[src/rtl/shreg_sipo_rx_pkg.sv]
// rtl/shreg_sipo_rx_pkg.sv - shared constants for the SIPO receiver (optional macro SHREG_SIPO_PARITY_EN)
package shreg_pkg;

  localparam int DEF_WIDTH = 8;

`ifdef SHREG_SIPO_PARITY_EN
  localparam bit PARITY_EN = 1'b1;
`else
  localparam bit PARITY_EN = 1'b0;
`endif

  // Extra bits per frame beyond the data word (the trailing even-parity bit).
  localparam int PAR_BITS = PARITY_EN ? 1 : 0;

  function automatic int cnt_w(input int width);
    return $clog2(width + PAR_BITS);
  endfunction

endpackage

[src/rtl/shreg_sipo_rx_if.sv]
// rtl/shreg_sipo_rx_if.sv - valid/ready word output bundle of the SIPO receiver
interface shreg_sipo_rx_if
  import shreg_pkg::*;
#(
  parameter int WIDTH = DEF_WIDTH
);
  logic [WIDTH-1:0] out_data;
  logic             out_valid;
  logic             out_ready;

  modport master (output out_data, output out_valid, input out_ready);
  modport slave  (input out_data, input out_valid, output out_ready);
endinterface

[src/rtl/shreg_sipo_rx_sipo_shifter.sv]
// rtl/shreg_sipo_rx_sipo_shifter.sv - shift register and bit counter, strobes done with the completed word
// Optional macro SHREG_SIPO_PARITY_EN adds a trailing even-parity bit to each frame.
module sipo_shifter
  import shreg_pkg::*;
#(
  parameter int WIDTH     = DEF_WIDTH,
  parameter bit MSB_FIRST = 1'b1,
  localparam int CW       = cnt_w(WIDTH)
) (
  input  logic             clk,
  input  logic             rst_n,
  input  logic             clr,
  input  logic             sin,
  input  logic             sin_vld,
  output logic [CW-1:0]    bit_cnt,
  output logic             done,
  output logic [WIDTH-1:0] word,
  output logic             par_bad
);
  localparam int FRAME = WIDTH + PAR_BITS;

  logic [WIDTH-1:0] sh;
  logic [WIDTH-1:0] sh_next;
  logic             last;
  logic             shift_en;

  always_comb begin
    sh_next = '0;
    if (MSB_FIRST) sh_next = {sh[WIDTH-2:0], sin};
    else           sh_next = {sin, sh[WIDTH-1:1]};
  end

  assign last = (bit_cnt == CW'(FRAME - 1));
  assign done = sin_vld && last;

`ifdef SHREG_SIPO_PARITY_EN
  // The parity bit never enters the shift register; it is only checked.
  assign shift_en = sin_vld && !last;
  assign word     = sh;
  assign par_bad  = ^{sh, sin};
`else
  // The final data bit bypasses sh so the word is ready at its own edge.
  assign shift_en = sin_vld;
  assign word     = sh_next;
  assign par_bad  = 1'b0;
`endif

  always_ff @(posedge clk or negedge rst_n) begin
    if (!rst_n) begin
      sh      <= '0;
      bit_cnt <= '0;
    end else if (clr) begin
      sh      <= '0;
      bit_cnt <= '0;
    end else begin
      if (shift_en) sh <= sh_next;
      if (sin_vld)  bit_cnt <= last ? '0 : bit_cnt + CW'(1);
    end
  end

endmodule

[src/rtl/shreg_sipo_rx.sv]
// rtl/shreg_sipo_rx.sv - serial-in/parallel-out receiver with single-entry holding register and sticky overrun
// Optional macro SHREG_SIPO_PARITY_EN enables the trailing even-parity bit and par_err.
module shreg_sipo_rx
  import shreg_pkg::*;
#(
  parameter int WIDTH     = DEF_WIDTH,
  parameter bit MSB_FIRST = 1'b1,
  localparam int CW       = cnt_w(WIDTH)
) (
  input  logic            clk,
  input  logic            rst_n,
  input  logic            clr,
  input  logic            sin,
  input  logic            sin_vld,
  shreg_sipo_rx_if.master ob,
  output logic            busy,
  output logic [CW-1:0]   bit_cnt,
  output logic            overrun,
  output logic            par_err
);
  logic             done;
  logic [WIDTH-1:0] word;
  logic             par_bad;
  logic [WIDTH-1:0] data_q;
  logic             valid_q;
  logic             perr_q;
  logic             ovr_q;
  logic             load;

  sipo_shifter #(
    .WIDTH     (WIDTH),
    .MSB_FIRST (MSB_FIRST)
  ) u_shifter (
    .clk     (clk),
    .rst_n   (rst_n),
    .clr     (clr),
    .sin     (sin),
    .sin_vld (sin_vld),
    .bit_cnt (bit_cnt),
    .done    (done),
    .word    (word),
    .par_bad (par_bad)
  );

  // A new word may enter only when the slot is empty or is being drained this edge.
  assign load = done && (!valid_q || ob.out_ready);

  always_ff @(posedge clk or negedge rst_n) begin
    if (!rst_n) begin
      data_q  <= '0;
      valid_q <= 1'b0;
      perr_q  <= 1'b0;
      ovr_q   <= 1'b0;
    end else if (clr) begin
      data_q  <= '0;
      valid_q <= 1'b0;
      perr_q  <= 1'b0;
      ovr_q   <= 1'b0;
    end else begin
      if (load) begin
        data_q  <= word;
        valid_q <= 1'b1;
        perr_q  <= par_bad;
      end else if (valid_q && ob.out_ready) begin
        valid_q <= 1'b0;
      end
      if (done && !load) ovr_q <= 1'b1;
    end
  end

  assign ob.out_data  = data_q;
  assign ob.out_valid = valid_q;
  assign busy         = (bit_cnt != '0);
  assign overrun      = ovr_q;

`ifdef SHREG_SIPO_PARITY_EN
  assign par_err = perr_q;
`else
  logic unused_par;
  assign unused_par = perr_q ^ par_bad;
  assign par_err    = 1'b0;
`endif

endmodule

[src/flat_wrapper.sv]
// flat-port wrapper written by rule: the top's interface ports become plain ports
module shreg_sipo_rx_flat import shreg_pkg::*;
#(
  parameter int WIDTH     = DEF_WIDTH,
  parameter bit MSB_FIRST = 1'b1,
  localparam int CW       = cnt_w(WIDTH)
)
  (clk, rst_n, clr, sin, sin_vld, busy, bit_cnt, overrun, par_err, ob_out_data, ob_out_valid, ob_out_ready);
  shreg_sipo_rx_if #(.WIDTH(WIDTH)) ob_i ();
  input  logic clk;
  input  logic rst_n;
  input  logic clr;
  input  logic sin;
  input  logic sin_vld;
  output logic busy;
  output logic [CW-1:0] bit_cnt;
  output logic overrun;
  output logic par_err;
  output wire logic [$bits(ob_i.out_data)-1:0] ob_out_data;
  output wire logic [$bits(ob_i.out_valid)-1:0] ob_out_valid;
  input wire logic [$bits(ob_i.out_ready)-1:0] ob_out_ready;
  assign ob_out_data = ob_i.out_data;
  assign ob_out_valid = ob_i.out_valid;
  assign ob_i.out_ready = ob_out_ready;
  shreg_sipo_rx #(.WIDTH(WIDTH), .MSB_FIRST(MSB_FIRST)) u_core (.clk(clk), .rst_n(rst_n), .clr(clr), .sin(sin), .sin_vld(sin_vld), .ob(ob_i), .busy(busy), .bit_cnt(bit_cnt), .overrun(overrun), .par_err(par_err));
endmodule
[config.mk]
export PLATFORM = sky130hd
export DESIGN_NAME = shreg_sipo_rx_flat
export DESIGN_NICKNAME = d
export VERILOG_FILES = /design/src/rtl/shreg_sipo_rx_pkg.sv /design/src/rtl/shreg_sipo_rx_if.sv /design/src/rtl/shreg_sipo_rx_sipo_shifter.sv /design/src/rtl/shreg_sipo_rx.sv /design/src/flat_wrapper.sv
export SDC_FILE = /design/constraint.sdc
export NUM_CORES = 1
export LEC_CHECK = 0
export ABC_AREA = 1
export ABC_CLOCK_PERIOD_IN_PS = 1100
export CORE_MARGIN = 2
export CORE_UTILIZATION = 33
export CTS_CLUSTER_DIAMETER = 200
export CTS_CLUSTER_SIZE = 24
export DETAILED_ROUTE_END_ITERATION = 6
export GPL_TIMING_DRIVEN = 0
export HOLD_SLACK_MARGIN = 0.06
export PLACE_DENSITY = 0.56
export SLEW_MARGIN = 0
export SYNTH_ARGS = -nofsm -noshare
export SYNTH_HDL_FRONTEND = slang
export SYNTH_HIERARCHICAL = 1
export SYNTH_SLANG_ARGS = --single-unit
[constraint.sdc]
create_clock -name clk -period 1.1 [get_ports clk]
set_input_delay 0.165 -clock clk [delete_from_list [all_inputs] [get_ports clk]]
set_output_delay 0.165 -clock clk [all_outputs]
set_load 0.05 [all_outputs]
==> results.sh <==
export IMPL_cp_arrival_ps=1270
export IMPL_yosys_warnings=6
export IMPL_rsz0062_at_grt="yes"
export IMPL_syn_avg_cell_area_um2=9.277
export IMPL_period_share_pct=130.1
export IMPL_cp_startpoint="u_core/u_shifter/bit_cnt[1]"
export IMPL_layout_drive_gt1_share_pct=38.64
export IMPL_nNetsFinal=141
export IMPL_die_h_um=56.76
export IMPL_grt_max_degree=21
export IMPL_slew_viol_final=0
export IMPL_via_per_inst=4.761
export IMPL_status="complete, but fails checks"
export IMPL_insertion_delay_ps=300
export IMPL_cts_sinks=20
export IMPL_rows=19
export IMPL_ctsHoldBuffers=0
export IMPL_drc=0
export IMPL_htree_levels=1
export IMPL_wl_met2_um=1008
export IMPL_start_kind="flip-flop"
export IMPL_slew_headroom_pct=39.71
export IMPL_end_kind="output port"
export IMPL_violations="negative hold slack, negative setup slack"
export IMPL_cts_root_buf="clkbuf_4"
export IMPL_dpl_hpwl_um=1385
export IMPL_core_area_um2=2710
export IMPL_tightest_slew_ps=902.8
export IMPL_grt_pass1_vias=751
export IMPL_finalInstanceArea_um2=1325
export IMPL_setup_viol=15
export IMPL_critical_path_class="flip-flop to output port"
export IMPL_post_route_min_period_ps=1431
export IMPL_io_pins=21
export IMPL_grt_usage_pct=13.78
export IMPL_syn_num_nets=107
export IMPL_ir_worst_vdd_mv=0.7068
export IMPL_numCtsBuffers=3
export IMPL_crit_required_ps=940
export IMPL_setup_slack_ps=-331.0
export IMPL_wl_met1_um=905
export IMPL_routed_wirelength_um=2002
export IMPL_fmax_mhz=698.8
export IMPL_drtAntennaViolNets=0
export IMPL_p_leak_uw=0.0007127
export IMPL_maxCapViolations=0
export IMPL_final_cells=163
export IMPL_power_density_nw_per_um2=1173
export IMPL_gp_congestion=0.6983
export IMPL_dr_max_layer_used="met4"
export IMPL_diodes=0
export IMPL_grt_pass1_wl_um=3519
export IMPL_syn_instance_count=99
export IMPL_clkTransAtPathRegs_ps=120
export IMPL_synthToLayoutAreaGrowth_pct=44.28
export IMPL_placed_area_um2=1179
export IMPL_initialDrtViolationCount=17
export IMPL_power_uw=1555
export IMPL_placed_cells=149
export IMPL_wl_met3_um=63
export IMPL_clock_path_buffers=2
export IMPL_grt_overflow=0
export IMPL_cp_max_fo=3
export IMPL_vias=776
export IMPL_clock_skew_ps=5.371
export IMPL_die_x_um=56.76
export IMPL_die_area_um2=3221
export IMPL_r2r_start="u_core/u_shifter/bit_cnt[0]"
export IMPL_hold_viol_final=20
export IMPL_numPortBuffers=19
export IMPL_reg2reg_to="u_core/ob.out_data[6]"
export IMPL_hold_path_class="primary input to asynchronous set/reset pin"
export IMPL_wl_per_cell_um=12.28
export IMPL_netlist_area_um2=918.4
export IMPL_cts_tree="done"
export IMPL_reg2reg_depth=8
export IMPL_drt_first_pass_iters=4
export IMPL_start_util_pct=33.89
export IMPL_antenna_found_initial=0
export IMPL_r2r_setup_slack_ps=-270
export IMPL_worst_hold_slack_ps=-26.32
-- layout by cell type (no fill, tap or decap), types with 2 or more instances in the layout --
cell type	instances
buf_6	10
nand3_1	16
nand3_2	2
dfrtp_2	3
clkdlybuf4s50_1	4
inv_2	3
dfrtp_1	17
nand2_1	29
inv_1	3
nand4_1	8
nand2_4	2
buf_4	17
clkbuf_4	3
ha_4	2
-- critical path, stage by stage (launching register included) --
cell and delay, ps:
dfrtp_2 430, or3_4 380, buf_6 160
-- routing by layer --
metal  vias to the layer above  track usage [%]
met5                         -                0
met4                         0            4.983
met3                         2            2.074
met2                        14            23.09
met1                       367            17.97
li1                        393                -
-- sequential cells by signal, indices dropped and copies added (netlist names) --
signal,flops
u_core/ob.out_valid,1
u_core/ob.out_data,8
u_core/u_shifter/sh,7
u_core/u_shifter/bit_cnt,3
u_core/overrun,1
-- through the flow --
stage	worst slack, ps	hold slack [ps]	util, %	setup TNS [ps]
detailed placement	-557.4	468.8	43.49	-13390
finish	-331.0	-26.32	48.89	-3010
floorplan	-253.9	-130.6	-	-2595
global placement	-550.3	457.8	43.49	-12850
CTS	-339.3	391.3	46.31	-3306
global route	-377.4	31.50	48.89	-3787
-- power by group --
part | switching [uW] | internal, uW | leakage, uW
sequential | 9.81 | 747 | 0.000273
clock | 228 | 368 | 0.0000279
combinational | 124 | 77.6 | 0.000412
total | 363 | 1190 | 0.000713
-- how the worst max path moves through the flow --
stage                           to  slack (ps)  cells past startpoint
floorplan           u_core/overrun        -250                      7
global placement              busy        -550                      2
detailed placement            busy        -560                      2
CTS                           busy        -340                      2
global route                  busy        -380                      2
finish                        busy        -330                      2
-- area by class of cell --
class / instances / area [um2]
Buffer: 5 / 48.80
Clock buffer: 3 / 22.52
Clock inverter: 1 / 30.03
Fill cell: 277 / 1385
Inverter: 7 / 28.78
Multi-Input combinational cell: 67 / 387.9
Sequential cell: 20 / 504.2
Tap cell: 31 / 38.79
Timing Repair Buffer: 29 / 264.0
-- what timing repair did --
item | in CTS | in global routing
endpoints found under the setup margin | 24 | 29
setup buffers | 5 | 4
gates resized for setup | 82 | 20
endpoints found under the hold margin | 0 | 20
cloned | 1 | 0
pin swaps | 0 | 4
No activity file was read; power rests on OpenSTA's default activity.
